--- config.mk ---
export PLATFORM = sky130hd
export DESIGN_NAME = char_buffer_writer_flat
export DESIGN_NICKNAME = d
export VERILOG_FILES = /design/src/rtl/char_buffer_writer_pkg.sv /design/src/rtl/char_buffer_writer_if.sv /design/src/rtl/char_buffer_writer.sv /design/src/flat_wrapper.sv
export SDC_FILE = /design/constraint.sdc
export NUM_CORES = 1
export LEC_CHECK = 0
export CAP_MARGIN = 0
export CELL_PAD_IN_SITES_DETAIL_PLACEMENT = 1
export CELL_PAD_IN_SITES_GLOBAL_PLACEMENT = 2
export CORE_MARGIN = 10
export CORE_UTILIZATION = 28
export DETAILED_ROUTE_END_ITERATION = 7
export PLACE_DENSITY_LB_ADDON = 0.1
export SLEW_MARGIN = 10
export SYNTH_ARGS = -nofsm -noshare
export SYNTH_HDL_FRONTEND = slang
export SYNTH_SLANG_ARGS = --single-unit
--- constraint.sdc ---
create_clock -name clk -period 3.89 [get_ports clk]
set_clock_uncertainty 0.05 [all_clocks]
set_input_delay 0.5835 -clock clk [delete_from_list [all_inputs] [get_ports clk]]
set_output_delay 0.5835 -clock clk [all_outputs]
set_load 0.005 [all_outputs]
--- src/rtl/char_buffer_writer_pkg.sv ---
// rtl/char_buffer_writer_pkg.sv - shared text geometry, command codes and FSM states
// Geometry is shared with the video generator so both agree on the circular buffer layout.
package char_buffer_writer_pkg;

   localparam int ROWS          = 24;
   localparam int COLS          = 80;
   localparam int ROW_BITS      = 5;
   localparam int COL_BITS      = 7;
   localparam int ADDR_BITS     = 11;
   localparam int PAST_LAST_ROW = ROWS * COLS;

   localparam logic [7:0] FILL_CHAR = 8'h20;

   localparam logic [1:0] CMD_PUT          = 2'd0;
   localparam logic [1:0] CMD_SCROLL       = 2'd1;
   localparam logic [1:0] CMD_CLEAR_SCREEN = 2'd2;
   localparam logic [1:0] CMD_CLEAR_EOL    = 2'd3;

   typedef enum logic {
      ST_IDLE,
      ST_WRITE
   } state_t;

endpackage

--- src/rtl/char_buffer_writer_if.sv ---
// rtl/char_buffer_writer_if.sv - terminal command valid/ready handshake
// The master is the terminal front end; the slave is the buffer writer.
interface char_buffer_writer_if;
   import char_buffer_writer_pkg::*;

   logic                cmd_valid;
   logic                cmd_ready;
   logic [1:0]          cmd;
   logic [7:0]          cmd_char;
   logic [COL_BITS-1:0] cmd_x;
   logic [ROW_BITS-1:0] cmd_y;

   modport master (
      output cmd_valid,
      output cmd,
      output cmd_char,
      output cmd_x,
      output cmd_y,
      input  cmd_ready
   );

   modport slave (
      input  cmd_valid,
      input  cmd,
      input  cmd_char,
      input  cmd_x,
      input  cmd_y,
      output cmd_ready
   );

endinterface

--- src/rtl/char_buffer_writer.sv ---
// rtl/char_buffer_writer.sv - turns terminal commands into character buffer write bursts
// Sole writer of the character buffer; owns the scroll base first_char.
module char_buffer_writer
   import char_buffer_writer_pkg::*;
(
   input  logic                  clk,
   input  logic                  reset,
   char_buffer_writer_if.slave   cmd_if,
   output logic [ADDR_BITS-1:0]  first_char,
   output logic                  wr_en,
   output logic [ADDR_BITS-1:0]  wr_addr,
   output logic [7:0]            wr_data
);

   typedef logic [ADDR_BITS:0]   wide_t;
   typedef logic [ADDR_BITS-1:0] addr_t;

   localparam wide_t PAST_LAST_W = wide_t'(PAST_LAST_ROW);
   localparam wide_t COLS_W      = wide_t'(COLS);
   localparam addr_t LAST_ADDR   = addr_t'(PAST_LAST_ROW - 1);

   // One extra bit holds base + row offset before the single conditional wrap.
   function automatic addr_t wrap_addr(input addr_t base,
                                       input logic [COL_BITS-1:0] x,
                                       input logic [ROW_BITS-1:0] y);
      wide_t sum;
      sum = wide_t'(base) + wide_t'(y) * COLS_W + wide_t'(x);
      if (sum >= PAST_LAST_W) begin
         sum = sum - PAST_LAST_W;
      end
      return sum[ADDR_BITS-1:0];
   endfunction

   function automatic addr_t next_addr(input addr_t a);
      return (a == LAST_ADDR) ? '0 : a + 1'b1;
   endfunction

   state_t state, state_nxt;
   addr_t  first_char_nxt;
   logic   wr_en_nxt;
   addr_t  wr_addr_nxt;
   logic [7:0] wr_data_nxt;
   wide_t  burst_cnt, burst_cnt_nxt;

   logic   ready;
   logic   accept;
   logic   in_range;
   addr_t  start_addr;

   assign cmd_if.cmd_ready = ready;

   always_ff @(posedge clk) begin
      if (reset) begin
         state      <= ST_IDLE;
         first_char <= '0;
         wr_en      <= 1'b0;
         wr_addr    <= '0;
         wr_data    <= '0;
         burst_cnt  <= '0;
      end else begin
         state      <= state_nxt;
         first_char <= first_char_nxt;
         wr_en      <= wr_en_nxt;
         wr_addr    <= wr_addr_nxt;
         wr_data    <= wr_data_nxt;
         burst_cnt  <= burst_cnt_nxt;
      end
   end

   always_comb begin
      state_nxt      = state;
      first_char_nxt = first_char;
      wr_en_nxt      = 1'b0;
      wr_addr_nxt    = wr_addr;
      wr_data_nxt    = wr_data;
      burst_cnt_nxt  = burst_cnt;

      ready      = (state == ST_IDLE) && !reset;
      accept     = cmd_if.cmd_valid && ready;
      in_range   = (cmd_if.cmd_x < COL_BITS'(COLS)) && (cmd_if.cmd_y < ROW_BITS'(ROWS));
      start_addr = wrap_addr(first_char, cmd_if.cmd_x, cmd_if.cmd_y);

      case (state)
         ST_IDLE: begin
            if (accept) begin
               case (cmd_if.cmd)
                  CMD_PUT: begin
                     // Off-screen coordinates are a zero-length burst: stay IDLE.
                     if (in_range) begin
                        state_nxt     = ST_WRITE;
                        wr_en_nxt     = 1'b1;
                        wr_addr_nxt   = start_addr;
                        wr_data_nxt   = cmd_if.cmd_char;
                        burst_cnt_nxt = wide_t'(1);
                     end
                  end
                  CMD_SCROLL: begin
                     // The old top row becomes the new bottom row, so blank it.
                     state_nxt      = ST_WRITE;
                     wr_en_nxt      = 1'b1;
                     wr_addr_nxt    = first_char;
                     wr_data_nxt    = FILL_CHAR;
                     burst_cnt_nxt  = COLS_W;
                     first_char_nxt = wrap_addr(first_char, '0, ROW_BITS'(1));
                  end
                  CMD_CLEAR_SCREEN: begin
                     state_nxt      = ST_WRITE;
                     wr_en_nxt      = 1'b1;
                     wr_addr_nxt    = '0;
                     wr_data_nxt    = FILL_CHAR;
                     burst_cnt_nxt  = PAST_LAST_W;
                     first_char_nxt = '0;
                  end
                  default: begin
                     if (in_range) begin
                        state_nxt     = ST_WRITE;
                        wr_en_nxt     = 1'b1;
                        wr_addr_nxt   = start_addr;
                        wr_data_nxt   = FILL_CHAR;
                        burst_cnt_nxt = COLS_W - wide_t'(cmd_if.cmd_x);
                     end
                  end
               endcase
            end
         end
         ST_WRITE: begin
            if (burst_cnt == wide_t'(1)) begin
               state_nxt = ST_IDLE;
            end else begin
               wr_en_nxt     = 1'b1;
               wr_addr_nxt   = next_addr(wr_addr);
               burst_cnt_nxt = burst_cnt - wide_t'(1);
            end
         end
         default: begin
            state_nxt = ST_IDLE;
         end
      endcase
   end

endmodule

--- src/flat_wrapper.sv ---
// flat-port wrapper written by rule: the top's interface ports become plain ports
module char_buffer_writer_flat import char_buffer_writer_pkg::*;
  (clk, reset, first_char, wr_en, wr_addr, wr_data, cmd_if_cmd_valid, cmd_if_cmd, cmd_if_cmd_char, cmd_if_cmd_x, cmd_if_cmd_y, cmd_if_cmd_ready);
  char_buffer_writer_if cmd_if_i ();
  input  logic clk;
  input  logic reset;
  output logic [ADDR_BITS-1:0] first_char;
  output logic wr_en;
  output logic [ADDR_BITS-1:0] wr_addr;
  output logic [7:0] wr_data;
  input wire logic [$bits(cmd_if_i.cmd_valid)-1:0] cmd_if_cmd_valid;
  input wire logic [$bits(cmd_if_i.cmd)-1:0] cmd_if_cmd;
  input wire logic [$bits(cmd_if_i.cmd_char)-1:0] cmd_if_cmd_char;
  input wire logic [$bits(cmd_if_i.cmd_x)-1:0] cmd_if_cmd_x;
  input wire logic [$bits(cmd_if_i.cmd_y)-1:0] cmd_if_cmd_y;
  output wire logic [$bits(cmd_if_i.cmd_ready)-1:0] cmd_if_cmd_ready;
  assign cmd_if_i.cmd_valid = cmd_if_cmd_valid;
  assign cmd_if_i.cmd = cmd_if_cmd;
  assign cmd_if_i.cmd_char = cmd_if_cmd_char;
  assign cmd_if_i.cmd_x = cmd_if_cmd_x;
  assign cmd_if_i.cmd_y = cmd_if_cmd_y;
  assign cmd_if_cmd_ready = cmd_if_i.cmd_ready;
  char_buffer_writer u_core (.clk(clk), .reset(reset), .cmd_if(cmd_if_i), .first_char(first_char), .wr_en(wr_en), .wr_addr(wr_addr), .wr_data(wr_data));
endmodule
==> impl_metrics.csv <==
group,metric,value,unit
power_and_ir_drop,power_density,319.9,mW/mm²
clock_network,cts_htree_levels,2,
drt,route.detailed.drc,0,
placed_design,dp_hpwl,9610,µm
clock_network,root_buffer,"clkbuf_16",
placed_design,dpl-instance-area,0.004338,mm²
cells_and_area,nets,594,
logic_synthesis,synth_edf_count,0,
clock_network,insertion_delay,290,ps
drt,wirelength,12580,µm
logic_synthesis,ys_seq_elements,39,
floorplanning,die_w,131.9,µm
drt,antenna_left,0,
cells_and_area,diodes,0,
global_routing,grt_pass1_wl,20690,µm
sta,fin_crit,3731,ps
sta,rsz0062_at_grt,"false",
floorplanning,die_y,131.9,µm
sta,fin_hold_ws,404.1,ps
logic_synthesis,yosysSeqAreaShare,22.27,%
setup_path,cp.required,4050,ps
logic_synthesis,synth-main-ff-cell,"dfxtp_1",
power_and_ir_drop,power_leakage,1.743,nW
floorplanning,die_area,0.01740,mm²
global_routing,grt_use_total,14.36,%
logic_synthesis,syn_area_per_cell,7.507,µm²
global_routing,antenna_found_initial,0,
run,cap_violations,0,
setup_path,cp_max_fo,7,
clock_network,cts_sinks,39,
drt,drtPass1Iterations,4,
clock_network,cts_buffers,5,
sta,max_freq,0.2680,GHz
placed_design,place.gp.congestion,0.8261,
sta,finalCritPeriodShare,95.92,%
cells_and_area,area_growth,31.01,%
setup_path,setup.worst_path.class,"input port to flip-flop",
drt,routed_via_density,5.263,
status,status,"completed",
logic_synthesis,synth.distinct_cells,69,
logic_synthesis,synth_area,0.003506,mm²
setup_path,arrival,3890,ps
setup_path,cp-end-kind,"flip-flop",
cells_and_area,fill_cells,1507,
logic_synthesis,yosys.area.top_type,"dfxtp_1",
cells_and_area,fin_area,0.004593,mm²
floorplanning,io_pins,57,
logic_synthesis,syn_inst,467,
min_path,holdCritPathClass,"flip-flop to flip-flop",
logic_synthesis,synth_most_common_cell,"nand2_1",
sta,hold_viol,0,
clock_network,path_clk_slew,70,ps
logic_synthesis,async_flop_share,0,%
power_and_ir_drop,ir_worst_vdd,0.0001350,V
logic_synthesis,yosysWarnings,0,
floorplanning,num_rows,40,
logic_synthesis,synthTopCellsByArea,"dfxtp_1 (22%), ha_1 (11%), a21oi_1 (6.3%)",
global_routing,grt_max_degree,29,
drt,post_drt_wl_per_cell,17.89,µm
sta,drv_slew,0,
drt,dr.first_iter.drc_count,181,
floorplanning,start_util,28.95,%
floorplanning,core_area,0.01211,mm²
sta,slew-limit-headroom,34.02,%
placed_design,io_buffers,52,
logic_synthesis,ys_top_cells_by_count,"nand2_1 (51), a21oi_1 (44), dfxtp_1 (39), nor2_1 (36)",
sta,setup_viol_count_final,0,
logic_synthesis,yosysTopAreaCellShare,22.27,%
clock_network,cts_tree,"done",
setup_path,start_kind,"input port",
global_routing,gr-total-overflow,0,
sta,tightest_slew,983.2,ps
cells_and_area,drive_gt1_share,12.90,%
power_and_ir_drop,p_total,1.469,mW
drt,via_count,3700,
global_routing,grt_pass1_vias,3847,
clock_network,clk_path_buf_depth,2,
## timing repair
item,CTS,global route
endpoints found under the setup margin,4,4
gates resized for setup,10,13
hold buffers,0,0
pin swaps,4,7
hold endpoints to repair,0,0
buffers inserted,1,0
## per-stage QoR
step / TNS (ps) / util, % / setup WS [ps] / std cells
detailed placement: -1967 / 35.82 / -517.9 / 694
CTS: 0 / 37.51 / 2.943 / 703
global route: 0 / 37.92 / 31.71 / 703
finish: 0 / 37.92 / 158.7 / 703
floorplan: 0 / - / 204.7 / 473
global placement: -1407 / 35.82 / -396.5 / 694
## state kept, by name (all words and copies together), names as in the netlist
| signal | cells |
|---|---|
| u_core.wr_addr | 11 |
| u_core.wr_data | 8 |
| u_core.state | 1 |
| u_core.burst_cnt | 12 |
| u_core.first_char | 7 |
## placed cells by master, fill, tap and decap left out, types with 7 or more instances in the layout
cell type        netlist  routed
nand2_1               51      51
clkdlybuf4s50_1        0      48
a21oi_1               44      43
dfxtp_1               39      39
nor2_1                36      35
o21ai_0               30      29
buf_4                  4      29
inv_1                 25      25
ha_1                  30      24
nand3_1               19      18
nor3_1                16      15
xnor2_1               10      10
o21ai_1                9       9
a211oi_1              10       8
nor2b_1                7       7
conb_1                 1       7
## worst max-delay path: stages
cell and delay (ps):
clkdlybuf4s50_1 440, ha_1 220, ha_2 180, fa_2 340, xor2_1 160, ha_1 330
ha_4 330, nand3_2 120, a211oi_2 260, o21a_1 200, nor2_2 60, or4_1 410
a311oi_1 250
## metal layers
metal	vias to the layer above	wire length, µm	track usage (%)
met1	1805	6169	18.93
met2	53	5944	23.18
li1	1836	-	-
met5	-	0	0
met3	6	357	3.049
met4	0	104	3.523
## worst paths after layout
kind / depth (start not counted) / slack, ps / end / start
min: 2 / 400 / u_core.wr_data[2] / u_core.wr_data[2]
min reg2reg: 2 / 400 / u_core.wr_data[2] / u_core.wr_data[2]
max reg2reg: 10 / 580 / u_core.wr_addr[10] / u_core.first_char[6]
max: 13 / 160 / u_core.wr_addr[10] / cmd_if_cmd_y[0]
## report_power, final
group	internal (mW)	switching [mW]	leakage (nW)	total, mW
Clock	0.240	0.195	0.0664	0.435
Sequential	0.423	0.0328	0.317	0.456
Combinational	0.259	0.320	1.36	0.578
Total	0.922	0.547	1.74	1.47
## cell families after synthesis
| group | after synthesis | share of synthesized area (%) |
|---|---|---|
| flip-flops | 39 | 22.27 |
| AO/OA/AOI/OAI | 150 | 27.84 |
| AND/OR/NAND/NOR | 175 | 25.48 |
| other | 1 | 0.1070 |
| adder cells (fa/ha/maj) | 36 | 13.85 |
| buffers and inverters | 52 | 6.424 |
| XOR/XNOR | 14 | 4.033 |
## cell type report
cell class	count	area [µm²]	share of cell area, %
repair buffers	81	744.5	16.21
clock buffers	5	125.1	2.724
flip-flops and latches	39	780.7	17.00
clock inverters	3	23.77	0.5176
multi-input cells	382	2615	56.93
well taps	168	210.2	4.576
inverters	25	93.84	2.043
No activity file was read; power rests on OpenSTA's default activity.
